## src/rtl/sc_code_decoder_pkg.sv

```systemverilog
// Shared sc_signal code definitions, used by both the encoder and the decoder.
package sc_code_decoder_pkg;

    localparam logic [7:0] CODE_SEL1 = 8'h00;
    localparam logic [7:0] CODE_SEL2 = 8'h01;
    localparam logic [7:0] CODE_SEL3 = 8'h03;
    localparam logic [7:0] CODE_DFLT = 8'h04;

    localparam int ENTRY_W = 34;

    typedef struct packed {
        logic [31:0] data;
        logic        dflt;
        logic        err;
    } sc_entry_t;

endpackage

```

## src/rtl/sc_code_decoder_fifo.sv

```systemverilog
// Synchronous FIFO for decoded entries. Pointers carry one extra bit so
// full and empty can be told apart.
module sc_code_fifo #(
    parameter int DEPTH = 4,
    parameter int W     = 34
) (
    input  logic         clk,
    input  logic         rst_n,
    input  logic         wr_vld_i,
    output logic         wr_rdy_o,
    input  logic [W-1:0] wr_data_i,
    output logic         rd_vld_o,
    input  logic         rd_rdy_i,
    output logic [W-1:0] rd_data_o
);

    localparam int AW = $clog2(DEPTH);

    logic [W-1:0] mem_q [DEPTH];
    logic [AW:0]  wr_ptr_q, wr_ptr_d;
    logic [AW:0]  rd_ptr_q, rd_ptr_d;
    logic         full, empty, push, pop;

    assign empty = (wr_ptr_q == rd_ptr_q);
    assign full  = (wr_ptr_q[AW] != rd_ptr_q[AW]) &&
                   (wr_ptr_q[AW-1:0] == rd_ptr_q[AW-1:0]);

    // No bypass: a full FIFO refuses writes even when a read happens this cycle.
    assign wr_rdy_o  = !full;
    assign rd_vld_o  = !empty;
    assign rd_data_o = mem_q[rd_ptr_q[AW-1:0]];

    assign push = wr_vld_i && !full;
    assign pop  = rd_rdy_i && !empty;

    always_comb begin
        wr_ptr_d = wr_ptr_q;
        rd_ptr_d = rd_ptr_q;
        if (push) wr_ptr_d = wr_ptr_q + 1'b1;
        if (pop)  rd_ptr_d = rd_ptr_q + 1'b1;
    end

    always_ff @(posedge clk) begin
        if (!rst_n) begin
            wr_ptr_q <= '0;
            rd_ptr_q <= '0;
        end else begin
            wr_ptr_q <= wr_ptr_d;
            rd_ptr_q <= rd_ptr_d;
        end
    end

    always_ff @(posedge clk) begin
        if (push) mem_q[wr_ptr_q[AW-1:0]] <= wr_data_i;
    end

endmodule

```

## src/rtl/sc_code_decoder.sv

```systemverilog
// Decodes sc_signal codes into selector words, buffers them in a FIFO and
// keeps saturating counts of good and bad codes.
module sc_code_decoder
    import sc_code_decoder_pkg::*;
#(
    parameter int FIFO_DEPTH = 4,
    parameter int CNT_W      = 16
) (
    input  logic             clk,
    input  logic             rst_n,
    input  logic [7:0]       in_data,
    input  logic             in_vld,
    output logic             in_rd,
    output logic [31:0]      out_data,
    output logic             out_dflt,
    output logic             out_err,
    output logic             out_vld,
    input  logic             out_rd,
    input  logic             clr_cnt,
    output logic [CNT_W-1:0] cnt_ok,
    output logic [CNT_W-1:0] cnt_err
);

    sc_entry_t        dec_entry;
    sc_entry_t        head_entry;
    logic [ENTRY_W-1:0] fifo_rd_data;
    logic             in_xfer;
    logic [CNT_W-1:0] cnt_ok_q, cnt_ok_d;
    logic [CNT_W-1:0] cnt_err_q, cnt_err_d;

    always_comb begin
        dec_entry = '{data: 32'd0, dflt: 1'b0, err: 1'b0};
        case (in_data)
            CODE_SEL1: dec_entry.data = 32'd1;
            CODE_SEL2: dec_entry.data = 32'd2;
            CODE_SEL3: dec_entry.data = 32'd3;
            CODE_DFLT: dec_entry.dflt = 1'b1;
            default:   dec_entry.err  = 1'b1;
        endcase
    end

    sc_code_fifo #(
        .DEPTH (FIFO_DEPTH),
        .W     (ENTRY_W)
    ) u_fifo (
        .clk       (clk),
        .rst_n     (rst_n),
        .wr_vld_i  (in_vld),
        .wr_rdy_o  (in_rd),
        .wr_data_i (dec_entry),
        .rd_vld_o  (out_vld),
        .rd_rdy_i  (out_rd),
        .rd_data_o (fifo_rd_data)
    );

    assign head_entry = sc_entry_t'(fifo_rd_data);
    assign out_data   = head_entry.data;
    assign out_dflt   = head_entry.dflt;
    assign out_err    = head_entry.err;

    assign in_xfer = in_vld && in_rd;

    // Clear wins over a same-cycle transfer, which is then not counted.
    always_comb begin
        cnt_ok_d  = cnt_ok_q;
        cnt_err_d = cnt_err_q;
        if (clr_cnt) begin
            cnt_ok_d  = '0;
            cnt_err_d = '0;
        end else if (in_xfer) begin
            if (dec_entry.err) begin
                if (cnt_err_q != '1) cnt_err_d = cnt_err_q + 1'b1;
            end else begin
                if (cnt_ok_q != '1) cnt_ok_d = cnt_ok_q + 1'b1;
            end
        end
    end

    always_ff @(posedge clk) begin
        if (!rst_n) begin
            cnt_ok_q  <= '0;
            cnt_err_q <= '0;
        end else begin
            cnt_ok_q  <= cnt_ok_d;
            cnt_err_q <= cnt_err_d;
        end
    end

    assign cnt_ok  = cnt_ok_q;
    assign cnt_err = cnt_err_q;

endmodule

```

## config.mk

```make
export PLATFORM = sky130hd
export DESIGN_NAME = sc_code_decoder
export DESIGN_NICKNAME = d
export VERILOG_FILES = /design/src/rtl/sc_code_decoder_pkg.sv /design/src/rtl/sc_code_decoder_fifo.sv /design/src/rtl/sc_code_decoder.sv
export SDC_FILE = /design/constraint.sdc
export NUM_CORES = 1
export LEC_CHECK = 0
export BUFFER_PORTS_ARGS = -buffer_cell sky130_fd_sc_hd__buf_4
export CORE_UTILIZATION = 48
export CTS_BUF_LIST = sky130_fd_sc_hd__clkbuf_8
export CTS_CLUSTER_SIZE = 8
export DETAILED_ROUTE_END_ITERATION = 7
export PLACE_DENSITY_LB_ADDON = 0.2
export SLEW_MARGIN = 20
export SYNTH_ARGS = -nofsm -noshare
export SYNTH_HDL_FRONTEND = slang
export SYNTH_SLANG_ARGS = --single-unit
```

## constraint.sdc

```tcl
create_clock -name clk -period 3.15 [get_ports clk]
set_input_delay 0.63 -clock clk [delete_from_list [all_inputs] [get_ports clk]]
set_output_delay 0.63 -clock clk [all_outputs]
set_load 0.02 [all_outputs]
```

Yosys cells after proc, flatten, opt, wreduce, memory -nomap -nowiden
Memory sizes are Yosys's and may differ from the RTL's. A register that Yosys moved wholly into a read port is not among the register bits.
Cells that the tools add are included.

word-level totals
  register bits after elaboration = 38
  RAM bits = 16
  logic and storage cells = 36
  memories = 1

memory list
  memory        depth  bits a word  read ports  clocked after memory_dff  write ports  line                        RTL
  u_fifo.mem_q  4      4            1           1                         1            sc_code_decoder_fifo.sv:19  logic [W-1:0] mem_q [DEPTH];

cells by class
  add/sub/neg operators = 4
  equal/unequal tests = 8
  multiplexer cells = 7
  bitwise operators = 2
  reduce and logical (&&, ||, !) cells = 10

operators with widths
  operator                                        count
  adder 16 x 1 -> 16 bit (second input constant)  2
  != test 16 bit (second input constant)          2
  == test 8 x 1 -> 1 bit (second input constant)  1
  == test 8 x 2 -> 1 bit (second input constant)  1
  == test 8 x 3 -> 1 bit (second input constant)  1
  zero test 8 bit                                 1
  adder 3 x 1 -> 3 bit (second input constant)    2
  one-hot mux 2 bit (3 select lines)              1
  AND reduction 3 bit                             2
  2-to-1 mux 1 bit                                4
  2-to-1 mux 2 bit                                2
  OR reduction 4 bit                              1
  == test 3 bit                                   1
  logical AND 1 bit                               3
  == test 2 bit                                   1
  zero test 1 bit                                 2
  inverter 1 bit                                  2
  OR reduction 2 bit                              1
  != test 1 bit                                   1

Depth between registers and ports, before layout
Gate-level depths: netlist of run 1.

  word-level depth = 6
  gate-level depth with buffers = 9
  depth with buffers taken out = 6

By module
A second synthesis of run 1 with hierarchy kept.

unflattened totals
  cells, all modules = 443
  area, all modules = 7,113.1 µm²

modules (own cells, without submodules)
  module           instances  cells an instance  area each (µm²)  seq. area each (µm²)
  sc_code_fifo     1          246                5,462.7          4,244.1
  sc_code_decoder  1          197                1,650.3          640.6

Worst setup path after synthesis of run 1
OpenSTA, ideal clock, no wires.

  path kind = reg2reg
  start = reg cnt_err_q[0] (netlist: cnt_err[0])
  end = reg cnt_err_q[14] (netlist: cnt_err[14])
  setup time = 0.070 ns
  data arrival time = 2.300 ns
  required time = 3.080 ns
  path slack = 0.779 ns
  stages on the path, launching flop included = 10
  path buffers = 3
  path through = dfxtp_1 -> ha_1 -> and3_1 -> clkbuf_2 -> and4b_1 -> buf_6 -> or3_4 -> buf_6 -> or4_1 -> a21oi_1

on the way
  word-level cells in the longest chain between the ends = 2
  elaborated cells between the ends (all ways) = 3

RTL lines
  item                                                                            line                   RTL
  start: declaration                                                              sc_code_decoder.sv:29  logic [CNT_W-1:0] cnt_err_q, cnt_err_d;
  start signal: assignment                                                        sc_code_decoder.sv:85  cnt_err_q <= cnt_err_d;
  parallel branches: the longest is 2 deep, another holds adder 16 x 1 -> 16 bit  -

Parallel ways; which one is timed is not known.
A chain may end at the register's enable or synchronous reset.

Worst setup path after layout of run 1
  start = in in_data[3]
  end = reg cnt_ok_q[15] (netlist: cnt_ok[15])

on the way
  word-level cells in the longest chain between the ends = 3
  elaborated cells between the ends (all ways) = 6

RTL lines
  item                                                  line                   RTL
  start: declaration                                    sc_code_decoder.sv:11  input logic [7:0] in_data,
  == test 8 x 3 -> 1 bit, or another cell as far along  sc_code_decoder.sv:33  case (in_data)
  OR reduction 4 bit (no line) *                        -
  AND reduction 3 bit (no line) *                       -
  end signal: assignment                                sc_code_decoder.sv:84  cnt_ok_q <= cnt_ok_d;
  end: declaration                                      sc_code_decoder.sv:28  logic [CNT_W-1:0] cnt_ok_q, cnt_ok_d;

Mark *: on every way between the ends. The rest lies on a longest branch, timed or not.

==> results of run 1 <==
-- per-stage QoR --
step                      instances  power [W]  cell area (sq um)    util
final                           417   0.001420               3292  0.5800
after global routing            417   0.001486               3292  0.5800
after CTS                       417   0.001431               3292  0.5800
after floorplan                 327  0.0009826               3008       -
after detailed placement        409   0.001025               3198  0.5635
after global placement          409   0.001019               3198  0.5635
-- sequential cells by signal, indices dropped and copies added (netlist names), named ones only --
name,cells
cnt_err,16
cnt_ok,16
u_fifo.mem_q,16
u_fifo.rd_ptr_q,3
u_fifo.wr_ptr_q,3
-- worst register-to-register path, stage by stage (launching register included) --
cell and delay (ns):
dfxtp_1 0.43, xor2_1 0.27, o31ai_1 0.23, buf_4 0.22, or3_4 0.44, or4_1 0.53
a21oi_1 0.15
-- synthesized netlist by cell type (8+ instances only) --
| cell type | count |
|---|---|
| nor2_1 | 23 |
| nand2_1 | 22 |
| xnor2_1 | 14 |
| a21oi_1 | 13 |
| dfxtp_1 | 40 |
| buf_4 | 30 |
| nand4_1 | 13 |
| nand3_1 | 15 |
| edfxtp_1 | 16 |
| or4_1 | 9 |
| clkbuf_1 | 9 |
| xor2_1 | 9 |
| and2_1 | 8 |
-- power by group through the flow --
stage,Clock [W],Sequential (W),Combinational (W)
floorplan,0,0.000797,0.000185
global placement,0,0.000802,0.000217
detailed placement,0,0.000805,0.000220
CTS,0.000422,0.000788,0.000221
global route,0.000454,0.000791,0.000241
finish,0.000414,0.000787,0.000220
-- layer usage --
layer | wire, um | track usage
met4 | 42 | 0.04909
met2 | 2656 | 0.3256
met5 | 0 | 0
met1 | 2511 | 0.2144
met3 | 205 | 0.03429
-- cells by family (layout without fill, tap and decap cells) --
logic type	Yosys count	in the layout	synth area share
xor gates and xnor gates	23	23	0.06949
and+or+nand+nor	127	127	0.2434
buffers and inverters	46	64	0.1066
muxes	6	6	0.03798
DFF	56	56	0.4420
adders and majority gates	7	7	0.03021
AOI/OAI and AO/OA	32	32	0.06905
other	1	30	0.001294
-- worst paths after layout --
path / from / end / cells after the start / slack (ns)
max: in_data[3] / cnt_ok[15] / 6 / 0.77
min: cnt_err[11] / cnt_err[11] / 2 / 0.50
max reg2reg: u_fifo.wr_ptr_q[1] / cnt_err[13] / 6 / 0.82
min reg2reg: cnt_err[11] / cnt_err[11] / 2 / 0.50
-- cell type report --
class,instances,area [sq um]
inverters,3,11.26
clock inverters,3,25.02
fillers,537,2384
multi-input cells,225,1418
well taps,72,90.09
flip-flops and latches,56,1281
clock buffers,5,68.82
repair buffers,53,397.9
==> run metrics, run 1 <==
Clock Skew 0.005317 ns; DRT Pass-1 Iters 4; Yosys reg bits 56; Placement Setup Slack 0.4935 ns; CP Max Fanout 15; number of routed nets with antenna violations 0; Core Area 0.005675 sq mm; Pwr Density 431.5 mW/mm^2; Rel. slew slack 0.4887; top_reg_cell synth dfxtp_1; cell family with most CP delay simple AND/OR/NAND/NOR gates; number of post-CTS setup repair buffers 0; CTS clock-pin slew for the worst setup and hold paths 0.10 ns; gr ovfl total 0; static leakage 1.240 nW; hpwl dp 3999 um; Hold WC Path Type flop to flop; RSZ-0062 raised after global routing false; Setup-failing EPs final 0; maximum number of pins on one net before global-route repair 22; crit path cell chain buf_4 -> nor3_1 -> and3_1 -> nand4_1 -> or4_1 -> a21oi_1; Critical Path AT 2.63 ns; post-synthesis async set-or-reset flop share 0; number of buffers and inverters on the critical path 1; Longest Clk Path Bufs 2; CTS tree yes; final worst setup slack 0.7725 ns; Worst-Skew Late Latency 0.31 ns; NetSw 0.0004038 W; most frequent cells in the layout 53 x buf_4, 40 x dfxtp_1, 30 x conb_1, 23 x nor2_1, 22 x nand2_1; sw frac 0.2843; max_cap viols 0; diode count 0; Row Count 27; layout cell share with drive strength beyond 1 0.2000; TritonCTS Buffers 5; first-pass GRT wire length 8921 um; worst setup path class input port to flop; CP Data Required Time 3.40 ns; Syn-to-layout area delta 13.55%; setup TNS 0 ns; Synthesis Warnings 0; Port-buffer cells 50; Num Clock Sinks 56; endpoints failing hold 0; Via density 5.254; commonest non-fill, non-tap cell in the layout buf_4; overall routing resource usage 0.1797; Placer Congestion 0.7734; Clk network pwr share 0.291; Iter 0 DRT Violations 99; CP endpoint kind flop; synthesized area 0.002899 sq mm; Chip Width 79.72 um; Syn Area/Cell 9.728 sq um; io pins 81; area leader, netlist dfxtp_1; EDFF count, synth 16; crit-path max cell delay 0.53 ns; vias after detailed routing 2191; Peak Freq 420.6 MHz; antenna violations before repair 0; area share of the largest cell type after synthesis 0.2762; CP startpoint kind input port; Slew Limit Fails 0; Synth cell types 40; register area share after synthesis 0.4420; vias in the first global route 2033; Final nets 364; Die Ht 79.72 um; Hold Buf Count CTS 0; status finished clean; Comb pwr share 0.155; Initial Utilization 0.5108; Routed WL 5415 um; # H-tree levels 2; clock root buffer clkbuf_8; measured slew at the worst slew-check pin 0.7604 ns; fin crit share 0.7548; Residual DRC 0; hold slack 0.5016 ns; post-CTS sizing 0; Flop pwr share 0.554; Cell Int Power 0.001017 W; die area 0.006354 sq mm; VDD IR-drop max 0.2066 mV; average wire per standard cell 12.99 um; slowest CP cell or4_1; Synth Instances 298; synth top area cells dfxtp_1 28%, edfxtp_1 17%, buf_4 7.8%; fin crit period 2.378 ns
Power figures use the tool's default switching activity.
==> run 2: changes to the inputs <==
==> constraint.sdc (replaced) <==
create_clock -name clk -period 2.5 [get_ports clk]
set_input_delay 0.5 -clock clk [delete_from_list [all_inputs] [get_ports clk]]
set_output_delay 0.5 -clock clk [all_outputs]
set_load 0.02 [all_outputs]
==> run 2 against run 1 <==
Net effect:
- first-iteration DRC count grew 30%
- sequential share of layout area shrank 0.19 points
- critical path depth is the same
- largest power group unchanged
- non-clock buffer count grew 3
- sequential power grew 26%
- cell area grew 0.49%
- critical endpoint is now cnt_err[15]
- worst setup slack lost 0.58 ns
- global-route usage grew 0.32 points
- utilization grew 0.29 points
==> run metrics, run 2 (synthesis gave the netlist of run 1 again) <==
status finished clean; Peak Freq 433.3 MHz; Chip Width 79.72 um (unchanged); post-CTS sizing 0 (unchanged); hpwl dp 4052 um (+1.3%); CP endpoint kind flop; CTS tree yes; DRT Pass-1 Iters 4 (unchanged); number of routed nets with antenna violations 0 (unchanged); hold slack 0.4570 ns (-0.04456 ns); commonest non-fill, non-tap cell in the layout buf_4; Rel. slew slack 0.6110 (+0.1223); diode count 0 (unchanged); # H-tree levels 2 (unchanged); Worst-Skew Late Latency 0.30 ns (about the same); Initial Utilization 0.5108 (unchanged); clock root buffer clkbuf_8; TritonCTS Buffers 5 (unchanged); Die Ht 79.72 um (unchanged); CP startpoint kind flop; CTS clock-pin slew for the worst setup and hold paths 0.10 ns (about the same); most frequent cells in the layout 56 x buf_4, 40 x dfxtp_1, 30 x conb_1, 23 x nor2_1, 22 x nand2_1; Row Count 27 (unchanged); Syn-to-layout area delta 14.11%; Port-buffer cells 50 (unchanged); fin crit period 2.308 ns; layout cell share with drive strength beyond 1 0.2040 (+0.004023); Critical R2R Launch cnt_err[0]; routing usage on met2 0.3137 (-0.01197); Hold Buf Count CTS 0 (unchanged); Levels on crit path 6 (unchanged); total power draw 0.001754 W (+23%); gr ovfl total 0 (unchanged); crit-path max cell delay 0.52 ns (about the same); vias in the first global route 1988 (-2.2%); Fill cells 541 (+0.74%); die area 0.006354 sq mm (unchanged); io pins 81 (unchanged); Worst Reg-to-Reg Cells 6 (unchanged); Pwr Density 530.2 mW/mm^2 (+23%); overall routing resource usage 0.1829 (+0.003223); fin crit share 0.9232; Critical Path Sink cnt_err[15]; slowest CP cell or4_1; Residual DRC 0 (unchanged); Routed WL 5520 um (+1.9%); Clock Skew 0.003075 ns (-0.002242 ns); setup TNS 0 ns (unchanged); static leakage 1.248 nW (+0.57%); RSZ-0062 raised after global routing false; antenna violations before repair 0 (unchanged); CP Data Required Time 2.74 ns (-0.66 ns); number of post-CTS setup repair buffers 0 (unchanged); Setup-failing EPs final 0 (unchanged); max_cap viols 0 (unchanged); first-pass GRT wire length 9059 um (+1.5%); M1 GR Usage 0.2225 (+0.008103); VDD IR-drop max 0.2850 mV (+38%); met3 Use GR 0.04343 (+0.009143); endpoints failing hold 0 (unchanged); maximum number of pins on one net before global-route repair 24 (+9.1%); Critical Path Start cnt_err[0]; cell family with most CP delay simple AND/OR/NAND/NOR gates; CP Max Fanout 13 (-2); measured slew at the worst slew-check pin 0.5754 ns (-0.1850 ns); Hold WC Path Type input port to flop; Longest Clk Path Bufs 2 (unchanged); Iter 0 DRT Violations 129 (+30%); worst setup path class flop to flop; Slew Limit Fails 0 (unchanged); Core Util, Final 0.5829 (+0.002866); Critical Path AT 2.55 ns (-0.08 ns); number of buffers and inverters on the critical path 0 (-1); Placer Congestion 0.7912 (+2.3%); worst r2r dst cnt_err[15]; vias after detailed routing 2210 (+0.87%); Final nets 367 (+0.82%); Core Area 0.005675 sq mm (unchanged); Via density 5.262 (+0.15%); busiest grt layer met2; average wire per standard cell 13.14 um (+1.2%); Num Clock Sinks 56 (unchanged); crit path cell chain ha_1 -> and3_1 -> and4b_1 -> or3_4 -> or4_1 -> a21oi_1; flop-to-flop setup slack 0.19 ns (-0.63 ns)
## run 2: cell type report
type                       instances  area (sq um)  share of cell area
clock buffer                       5         68.82             0.02080
clock inverter                     3         18.77            0.005673
inverter                           3         11.26            0.003404
multi-input combinational        225          1418              0.4285
sequential                        56          1281              0.3873
tap                               72         90.09             0.02723
timing repair buffer              56         420.4              0.1271
## run 2: where the power goes
group / leakage, nW / switching (W) / internal, W / total [W]
combinational: 0.739 / 0.000163 / 0.000117 / 0.000280
sequential: 0.470 / 0.0000291 / 0.000960 / 0.000989
clock: 0.0378 / 0.000291 / 0.000194 / 0.000485
## run 2: how the worst min path moves through the flow
stage,startpoint,to,slack [ns],depth (start not counted)
2_1_floorplan,u_fifo.rd_ptr_q[1],flop,0.49,2
3_3_place_gp,cnt_err[15],cnt_err[15],0.49,2
3_5_place_dp,cnt_err[15],cnt_err[15],0.50,2
4_1_cts,rst_n,u_fifo.rd_ptr_q[0],0.46,2
5_1_grt,rst_n,u_fifo.rd_ptr_q[0],0.46,2
6_report,rst_n,u_fifo.rd_ptr_q[0],0.46,2
## run 2: routing by layer
layer,share of wire,vias up
met2,0.49,54
met5,0,-
met1,0.46,1030
li1,-,1118
met3,0.038,8
met4,0.016,0
## run 2: stage by stage
step                area [sq um]  cells  setup WS [ns]
global route                3308    420        0.04546
detailed placement          3221    412         0.2031
finish                      3308    420         0.1920
CTS                         3308    420         0.1942
global placement            3221    412         0.2880
floorplan                   3008    327         0.1294
==> run 3: changes to the inputs <==
--- a/config.mk
+++ b/config.mk
@@ -6,7 +6,9 @@
 export NUM_CORES = 1
 export LEC_CHECK = 0
 export BUFFER_PORTS_ARGS = -buffer_cell sky130_fd_sc_hd__buf_4
-export CORE_UTILIZATION = 48
+export CELL_PAD_IN_SITES_DETAIL_PLACEMENT = 1
+export CELL_PAD_IN_SITES_GLOBAL_PLACEMENT = 2
+export CORE_UTILIZATION = 32
 export CTS_BUF_LIST = sky130_fd_sc_hd__clkbuf_8
 export CTS_CLUSTER_SIZE = 8
 export DETAILED_ROUTE_END_ITERATION = 7
==> run 3 against run 2 <==
Net effect:
- fmax is 4.4% higher
- routed wire length is 18% higher
- first-iteration DRC count decreased by 44%
- combinational power about the same
- register-to-register slack improved by 0.098 ns
- largest power group unchanged
- total power rose by 2.8%
==> run metrics, run 3 (synthesis gave the netlist of run 1 again) <==
Die Ht 97.18 um (+22%); register area 0.001281 sq mm (unchanged); CTS tree yes; maximum number of pins on one net before global-route repair 26 (+8.3%); Slew Limit Fails 0 (unchanged); Cell Int Power 0.001283 W (+0.91%); Peak Freq 452.4 MHz (+4.4%); Worst-Skew Late Latency 0.31 ns (about the same); setup TNS 0 ns (unchanged); Via density 5.024 (-4.5%); hpwl dp 4888 um (+21%); number of routed nets with antenna violations 0 (unchanged); Syn-to-layout area delta 16.40%; io pins 81 (unchanged); Pwr Density 534.2 mW/mm^2 (+0.75%); static leakage 1.266 nW (+1.5%); Port-buffer cells 50 (unchanged); CP endpoint kind flop; Critical R2R Launch cnt_err[0]; Initial Utilization 0.3308 (-0.1800); Setup-failing EPs final 0 (unchanged); Final nets 369 (+0.54%); slowest CP cell or4_1; measured slew at the worst slew-check pin 0.6338 ns (+0.05840 ns); most frequent cells in the layout 58 x buf_4, 40 x dfxtp_1, 30 x conb_1, 23 x nor2_1, 22 x nand2_1; Clock Skew 0.006161 ns (+0.003085 ns); layout cell share with drive strength beyond 1 0.2114 (+0.007406); Clk network pwr share 0.296 (+0.019); vias after detailed routing 2301 (+4.1%); die area 0.009444 sq mm (+49%); hold slack 0.4630 ns (+0.005939 ns); max_cap viols 0 (unchanged); diode count 0 (unchanged); Hold WC Path Type input port to flop; VDD IR-drop max 0.3248 mV (+14%); endpoints failing hold 0 (unchanged); Flop pwr share 0.549 (-0.015); Iter 0 DRT Violations 72 (-44%); vias in the first global route 2224 (+12%); Core Area 0.008763 sq mm (+54%); Multi-input gate area 0.001418 sq mm (unchanged); fin crit period 2.210 ns (-0.09778 ns); sw frac 0.2885 (+0.01311); worst setup path class flop to flop; Longest Clk Path Bufs 2 (unchanged); Critical Path Start cnt_err[0]; DRT Pass-1 Iters 4 (unchanged); TritonCTS Buffers 5 (unchanged); Residual DRC 0 (unchanged); overall routing resource usage 0.1423 (-0.04064); Hold Buf Count CTS 0 (unchanged); Comb pwr share 0.155 (-0.005); Num Clock Sinks 56 (unchanged); Row Count 34 (+26%); crit path cell chain ha_1 -> and3_1 -> and4b_1 -> or3_4 -> or4_1 -> a21oi_1; status finished clean; CP startpoint kind flop; average wire per standard cell 14.27 um (+8.6%); RSZ-0062 raised after global routing false; gr ovfl total 0 (unchanged); CP Data Required Time 2.75 ns (about the same); CP Max Fanout 13 (unchanged); fin crit share 0.8841 (-0.03911); number of post-CTS setup repair buffers 0 (unchanged); crit-path max cell delay 0.53 ns (about the same); clock root buffer clkbuf_8; # H-tree levels 2 (unchanged); Rel. slew slack 0.5715 (-0.03948); Routed WL 6535 um (+18%); post-CTS sizing 0 (unchanged); Placer Congestion 0.7210 (-8.9%); Chip Width 97.18 um (+22%); antenna violations before repair 0 (unchanged); first-pass GRT wire length 11140 um (+23%); Critical Path AT 2.46 ns (-0.09 ns); Worst Hold Launch rst_n; NetSw 0.0005201 W (+7.7%); CTS clock-pin slew for the worst setup and hold paths 0.11 ns (about the same); commonest non-fill, non-tap cell in the layout buf_4; Fill cells 1030 (+90%)
-- run 3: layer usage --
metal  global-route usage  vias to the layer above  wire (um)
li1                     -                     1122          -
met1               0.1971                     1125       3233
met2               0.2297                       49       3007
met3              0.02950                        5        250
met4              0.02755                        0         43
met5                    0                        -          0
-- run 3: power by group through the flow --
stage,Clock [W],Combinational [W],Sequential [W]
floorplan,0,0.000234,0.00100
global placement,0,0.000281,0.00101
detailed placement,0,0.000282,0.00101
CTS,0.000554,0.000283,0.000992
global route,0.000595,0.000305,0.000996
finish,0.000534,0.000280,0.000989
-- run 3: layout make-up --
cell class / instances / area share
multi-input cells: 225 / 0.4201
flip-flops and latches: 56 / 0.3797
repair buffers: 58 / 0.1290
well taps: 108 / 0.04004
clock buffers: 5 / 0.02039
clock inverters: 3 / 0.007416
inverters: 3 / 0.003337
-- run 3: final timing paths --
check,end,slack (ns),cells past startpoint
hold / removal,u_fifo.wr_ptr_q[0],0.46,2
hold reg to reg,cnt_err[15],0.52,2
setup / recovery,cnt_err[15],0.29,6
setup reg to reg,cnt_err[15],0.29,6
-- run 3: critical path, delay by kind of cell (launching register included) --
family | cells | cell delay (ns)
flip-flops | 1 | 0.38
AO/OA/AOI/OAI | 1 | 0.16
AND/OR/NAND/NOR | 4 | 1.36
adder cells (fa/ha/maj) | 1 | 0.25
-- run 3: through the flow --
stage	instances	instance area (sq um)	util	setup slack (ns)	total power, W
3_3_place_gp	450	3281	0.3744	0.2591	0.001293
5_1_grt	458	3374	0.3851	0.1485	0.001896
2_1_floorplan	327	3008	-	0.1294	0.001238
4_1_cts	458	3374	0.3851	0.2768	0.001829
6_report	458	3374	0.3851	0.2898	0.001803
3_5_place_dp	450	3281	0.3744	0.1888	0.001295
